File: config.mk
export PLATFORM = sky130hd
export DESIGN_NAME = div_seq
export DESIGN_NICKNAME = d
export VERILOG_FILES = /design/src/rtl/div_seq_pkg.sv /design/src/rtl/div_step.sv /design/src/rtl/div_seq.sv
export SDC_FILE = /design/constraint.sdc
export NUM_CORES = 1
export LEC_CHECK = 0
export BUFFER_PORTS_ARGS = -buffer_cell sky130_fd_sc_hd__buf_2
export CORE_MARGIN = 5
export CORE_UTILIZATION = 50
export CTS_BUF_LIST = sky130_fd_sc_hd__clkbuf_16
export DETAILED_ROUTE_END_ITERATION = 16
export MAX_ROUTING_LAYER = met4
export PLACE_DENSITY = 0.74
export SETUP_SLACK_MARGIN = 0.1
export SLEW_MARGIN = 0
export SYNTH_ARGS = -nofsm -noshare
export SYNTH_HDL_FRONTEND = slang
export SYNTH_SLANG_ARGS = --single-unit
File: constraint.sdc
create_clock -name clk -period 4.6 [get_ports clk]
set_clock_uncertainty 0.2 [all_clocks]
set_input_delay 0.69 -clock clk [delete_from_list [all_inputs] [get_ports clk]]
set_output_delay 0.69 -clock clk [all_outputs]
set_load 0.03 [all_outputs]
File: src/rtl/div_seq_pkg.sv
// ============================================================================
// Module  : div_seq_pkg
// Brief   : Shared constants and state encoding for the iterative divider.
//           Optional build macro DIV_EARLY_OUT_EN: when defined, a divide whose
//           divisor magnitude exceeds the dividend magnitude skips the
//           iterations and completes one cycle after acceptance.
// Revision: 1.0 - initial release
// ============================================================================
`default_nettype none

package div_seq_pkg;

    localparam int DIV_WIDTH = 32;
    localparam int DIV_CNT_W = 5;

    typedef enum logic [1:0] {
        DIV_IDLE = 2'b00,
        DIV_BUSY = 2'b01,
        DIV_DONE = 2'b10
    } div_state_e;

endpackage

`default_nettype wire

File: src/rtl/div_step.sv
// ============================================================================
// Module  : div_step
// Brief   : One combinational restoring-division iteration on {rem,quo}.
// Revision: 1.0 - initial release
// ============================================================================
`default_nettype none

module div_step #(
    parameter int WIDTH = 32
) (
    input  logic [WIDTH-1:0] rem_i,
    input  logic [WIDTH-1:0] quo_i,
    input  logic [WIDTH-1:0] divisor_i,
    output logic [WIDTH-1:0] rem_o,
    output logic [WIDTH-1:0] quo_o
);

    logic [WIDTH:0] shifted_d;
    logic [WIDTH:0] diff_d;

    // Partial remainder stays below the divisor, so WIDTH+1 bits never overflow.
    assign shifted_d = {rem_i, quo_i[WIDTH-1]};
    assign diff_d    = shifted_d - {1'b0, divisor_i};

    always_comb begin
        if (!diff_d[WIDTH]) begin
            rem_o = diff_d[WIDTH-1:0];
            quo_o = {quo_i[WIDTH-2:0], 1'b1};
        end else begin
            rem_o = shifted_d[WIDTH-1:0];
            quo_o = {quo_i[WIDTH-2:0], 1'b0};
        end
    end

endmodule

`default_nettype wire

File: src/rtl/div_seq.sv
// ============================================================================
// Module  : div_seq
// Brief   : Multi-cycle DIV/DIVU sequencer with pipeline stall request.
//           Build macro DIV_EARLY_OUT_EN enables the |divisor|>|dividend| bypass.
// Revision: 1.0 - initial release
// ============================================================================
`default_nettype none

module div_seq
    import div_seq_pkg::*;
#(
    parameter int WIDTH = DIV_WIDTH,
    parameter int CNT_W = DIV_CNT_W
) (
    input  logic             clk,
    input  logic             rst,
    input  logic             startE,
    input  logic             signedE,
    input  logic [WIDTH-1:0] srcaE,
    input  logic [WIDTH-1:0] srcbE,
    input  logic             cancel,
    output logic             stall_div,
    output logic             div_valid,
    output logic [WIDTH-1:0] div_hi,
    output logic [WIDTH-1:0] div_lo
);

    div_state_e       state_q;
    logic [CNT_W-1:0] cnt_q;
    logic [WIDTH-1:0] rem_q, quo_q, dvs_q;
    logic             negq_q, negr_q;
    logic [WIDTH-1:0] hi_q, lo_q;

    logic             neg_a_d, neg_b_d;
    logic [WIDTH-1:0] mag_a_d, mag_b_d;
    logic [WIDTH-1:0] rem_d, quo_d;

    assign neg_a_d = signedE & srcaE[WIDTH-1];
    assign neg_b_d = signedE & srcbE[WIDTH-1];
    assign mag_a_d = neg_a_d ? -srcaE : srcaE;
    assign mag_b_d = neg_b_d ? -srcbE : srcbE;

    div_step #(.WIDTH(WIDTH)) u_step (
        .rem_i     (rem_q),
        .quo_i     (quo_q),
        .divisor_i (dvs_q),
        .rem_o     (rem_d),
        .quo_o     (quo_d)
    );

    always_ff @(posedge clk) begin
        if (rst) begin
            state_q <= DIV_IDLE;
            cnt_q   <= '0;
            rem_q   <= '0;
            quo_q   <= '0;
            dvs_q   <= '0;
            negq_q  <= 1'b0;
            negr_q  <= 1'b0;
            hi_q    <= '0;
            lo_q    <= '0;
        end else begin
            case (state_q)
                DIV_IDLE: begin
                    if (startE && !cancel) begin
                        negq_q <= neg_a_d ^ neg_b_d;
                        negr_q <= neg_a_d;
                        dvs_q  <= mag_b_d;
                        cnt_q  <= '0;
`ifdef DIV_EARLY_OUT_EN
                        if (mag_b_d > mag_a_d) begin
                            // Quotient is zero; remainder is the dividend itself.
                            lo_q    <= '0;
                            hi_q    <= neg_a_d ? -mag_a_d : mag_a_d;
                            state_q <= DIV_DONE;
                        end else
`endif
                        begin
                            quo_q   <= mag_a_d;
                            rem_q   <= '0;
                            state_q <= DIV_BUSY;
                        end
                    end
                end
                DIV_BUSY: begin
                    if (cancel) begin
                        state_q <= DIV_IDLE;
                    end else begin
                        rem_q <= rem_d;
                        quo_q <= quo_d;
                        cnt_q <= cnt_q + 1'b1;
                        if (cnt_q == CNT_W'(WIDTH - 1)) begin
                            lo_q    <= negq_q ? -quo_d : quo_d;
                            hi_q    <= negr_q ? -rem_d : rem_d;
                            state_q <= DIV_DONE;
                        end
                    end
                end
                DIV_DONE: state_q <= DIV_IDLE;
                default:  state_q <= DIV_IDLE;
            endcase
        end
    end

    // Stall drops in DONE so the divide retires from E in that cycle.
    assign stall_div = ((state_q == DIV_IDLE) && startE && !cancel) || (state_q == DIV_BUSY);
    assign div_valid = (state_q == DIV_DONE) && !cancel;
    assign div_hi    = hi_q;
    assign div_lo    = lo_q;

endmodule

`default_nettype wire

==> results by group <==
Outcome
  • Status: finished, final reports clean

Logic synthesis
  • Most frequent cell after synthesis: nor2_1
  • Post-synth ARST share: 0
  • Largest area contributor in the netlist: dfxtp_1
  • EDFF count, synth: 0
  • Primary FF master, synth: dfxtp_1
  • Top post-synthesis cells by area: dfxtp_1 29%, nor2_1 7.1%, a21oi_1 5.8%
  • #FFs+latches synth: 169
  • Sequential cell area fraction in the yosys report: 0.288
  • Post-Syn Instances: 1558
  • Mapped Area: 11700 um2
  • Synth warn: 0
  • Area fraction of the dominant cell type after synthesis: 0.288
  • Syn nets: 1666
  • Most frequent cells after synthesis: 223 x nor2_1, 169 x dfxtp_1, 151 x nand2_1
  • Avg Inst Size Synth: 7.54 um2
  • Library cells used by synthesis: 90

Critical path
  • Reg2reg setup slack: 250 ps
  • Startpoint types: flop
  • CP peak stage delay: 400 ps
  • CP max-delay cell: or3_1
  • Worst r2r src: quo_q[31]
  • Crit. End Element: flop
  • Critical path type: flop to flop
  • Crit path buffers/inverters: 2
  • CP delay by family, top: compound AO/OA/AOI/OAI gates
  • Required @ worst endpoint: 4760 ps
  • Worst-path cell chain: inv_1 > ha_2 > fa_2 > nand2b_4 > a21oi_4 > o21ai_4 > a2111oi_4 > o21a_2 > nor2_4 > inv_6 > ha_2 > nand3_1 > or3_1 > or2_4 > o21ai_2 > nand2_1 > a21oi_2 > xnor2_1 > nand2_1 > a21oi_1
  • Worst-path fanout max: 13
  • Worst path arrival time: 4510 ps
  • Worst r2r dst: div_lo[30]
  • Reg2reg path depth: 20

Final layout
  • Core Util, Final: 0.578
  • Antenna diode count: 0
  • Area Overhead vs Synth: 14.5%
  • Ratio of cells with drive above 1 in the final layout: 0.165
  • Nets: 1758

Power and ir drop
  • Power density over the cells: 289 nW/um2
  • P_leak: 5.30 nW
  • Worst vdd ir: 0.181 mV

Detailed routing
  • Met3 Routed Length: 2420 um
  • Drt drc: 0
  • M1 wire length: 17100 um
  • Pre-antenna DRT Iters: 6
  • Routed wire length: 36700 um
  • Vias per cell: 6.06
  • Antenna viol nets, final: 0
  • Max Used Layer: met4
  • Total number of vias: 12000
  • WL per Instance: 18.5 um
  • Drt initial violations: 1106
  • Met2 wire length: 16300 um

STA
  • RSZ-0062 raised after global routing: no
  • Min Tclk post-route: 4350 ps
  • F_max: 0.230 GHz
  • Period utilization: 0.945
  • Slew headroom: 0.189
  • TNS Setup: 0 ps
  • Final setup violation count: 0
  • Slew Viols, Final: 0
  • Worst-Margin Slew: 1220 ps
  • Fin Hold WS: 251 ps
  • Final worst slack: 252 ps
  • Final Hold Violating Endpoints: 0

Placed design
  • Input/output buffers: 134
  • Routability cong.: 0.986
  • Pre-CTS WS: 35.5 ps
  • DP HPWL: 27800 um

Min path
  • Worst Hold Class: flop to flop
  • Hold_sp: div_hi[10]
  • Hold Path Sink: div_hi[10]
  • Hold Path Cell Cnt: 2

Clock tree
  • Clk slew on worst S/H paths: 70 ps
  • TritonCTS clock tree: yes
  • Clock Path Buffers: 2
  • CTS Buf Count: 17
  • Sink Count: 169
  • CTS Hold Bufs: 0
  • Root Buffer: clkbuf_16
  • Clock latency on the worst-skew pair: 440 ps
  • # H-tree levels: 4

Die
  • Core ar.: 23300 um2
  • Die width: 163 um
  • Die ar.: 26600 um2
  • Chip Height: 163 um
  • Row count: 56
  • Initial Utilization: 0.505
  • Ports: 135

Global route
  • Number of global-route vias before repair: 10900
  • First-pass GRT wire length: 57800 um
  • Largest net degree at the start of global routing: 85
  • GRT overflow: 0
  • Initial antenna violation count: 1
  • Total Routing Usage GR: 0.276

Flow run
  • Max_cap viols: 0
where the power goes:
part | switching [mW] | total [mW] | internal [mW]
Combinational | 0.543 | 0.856 | 0.313
Clock | 0.724 | 1.46 | 0.734
Sequential | 0.0594 | 1.56 | 1.50
Total | 1.33 | 3.88 | 2.55
worst max path at each step:
| stage | startpoint | endpoint | slack [ps] | depth (start not counted) |
|---|---|---|---|---|
| 3_5_place_dp | quo_q[31] | div_lo[30] | 40 | 20 |
| 5_1_grt | rem_q[24] | div_lo[30] | 70 | 18 |
| 4_1_cts | quo_q[31] | div_hi[22] | 110 | 22 |
| 2_1_floorplan | quo_q[31] | div_lo[30] | 110 | 23 |
| 3_3_place_gp | quo_q[31] | div_lo[30] | 160 | 20 |
| 6_report | quo_q[31] | div_lo[30] | 250 | 20 |
cells in the final DEF (no fill, tap or decap), drive strengths merged, types with 13 or more instances in the layout:
cell type  count
nor2         226
o21ai         90
nand3         21
a211oi        89
or3           34
xor2          72
a21o          15
a31oi         14
ha            38
dfxtp        169
xnor2         48
o31ai         26
and3          13
and2          23
nor4          20
inv           63
clkbuf        17
mux2i         20
a22oi         27
nand2        152
buf          166
nor3          30
o41ai         15
a21oi        137
kinds of logic (layout without fill, tap and decap cells):
logic type	count (synthesis)	count (layout)	share of synthesized area
compound gates	484	484	0.279
flops	169	169	0.288
buf+inv	149	254	0.0517
fa+ha+maj	39	39	0.0422
xor+xnor	120	120	0.0895
simple gates	570	570	0.225
mux	27	27	0.0244
registers in the layout, summed over array words and instances, names as in the netlist:
register  cells
rem_q        32
quo_q        32
negr_q        1
cnt_q         5
negq_q        1
div_lo       32
div_hi       32
state_q       2
dvs_q        32
cell type report:
| cell class | count | area (um2) |
|---|---|---|
| clock buffers | 17 | 425 |
| fillers | 2188 | 9820 |
| inverters | 56 | 215 |
| flip-flops and latches | 169 | 3390 |
| multi-input cells | 1240 | 7930 |
| clock inverters | 15 | 170 |
| repair buffers | 166 | 913 |
| well taps | 319 | 399 |
worst reg2reg max path, stage by stage, from the launching register on:
cell and delay, ps:
dfxtp_2 330, inv_1 40, ha_2 200, fa_2 350
nand2b_4 170, a21oi_4 220, o21ai_4 100, a2111oi_4 370
o21a_2 220, nor2_4 50, inv_6 140, ha_2 240
nand3_1 120, or3_1 400, or2_4 290, o21ai_2 180
nand2_1 130, a21oi_2 140, xnor2_1 130, nand2_1 70
a21oi_1 150
metal layers:
layer,GRT usage,vias up
met5,-,-
met4,0.0846,0
met3,0.0381,63
met2,0.410,458
met1,0.391,5644
li1,-,5846
through the flow:
| step | cells | total power [mW] | instance area (um2) |
|---|---|---|---|
| after detailed placement | 1947 | 2.41 | 12700 |
| after global routing | 1982 | 4.04 | 13400 |
| after floorplan | 1558 | 2.17 | 11800 |
| after global placement | 1947 | 2.40 | 12700 |
| after CTS | 1979 | 3.85 | 13300 |
| final | 1982 | 3.88 | 13400 |
timing repair:
| action | in CTS | in global routing |
|---|---|---|
| buffers inserted | 0 | 3 |
| setup endpoints to repair | 7 | 21 |
| resized for setup | 1 | 29 |
| pin swaps | 0 | 7 |
| hold endpoints to repair | 0 | 0 |
No activity file was read; power rests on OpenSTA's default activity.
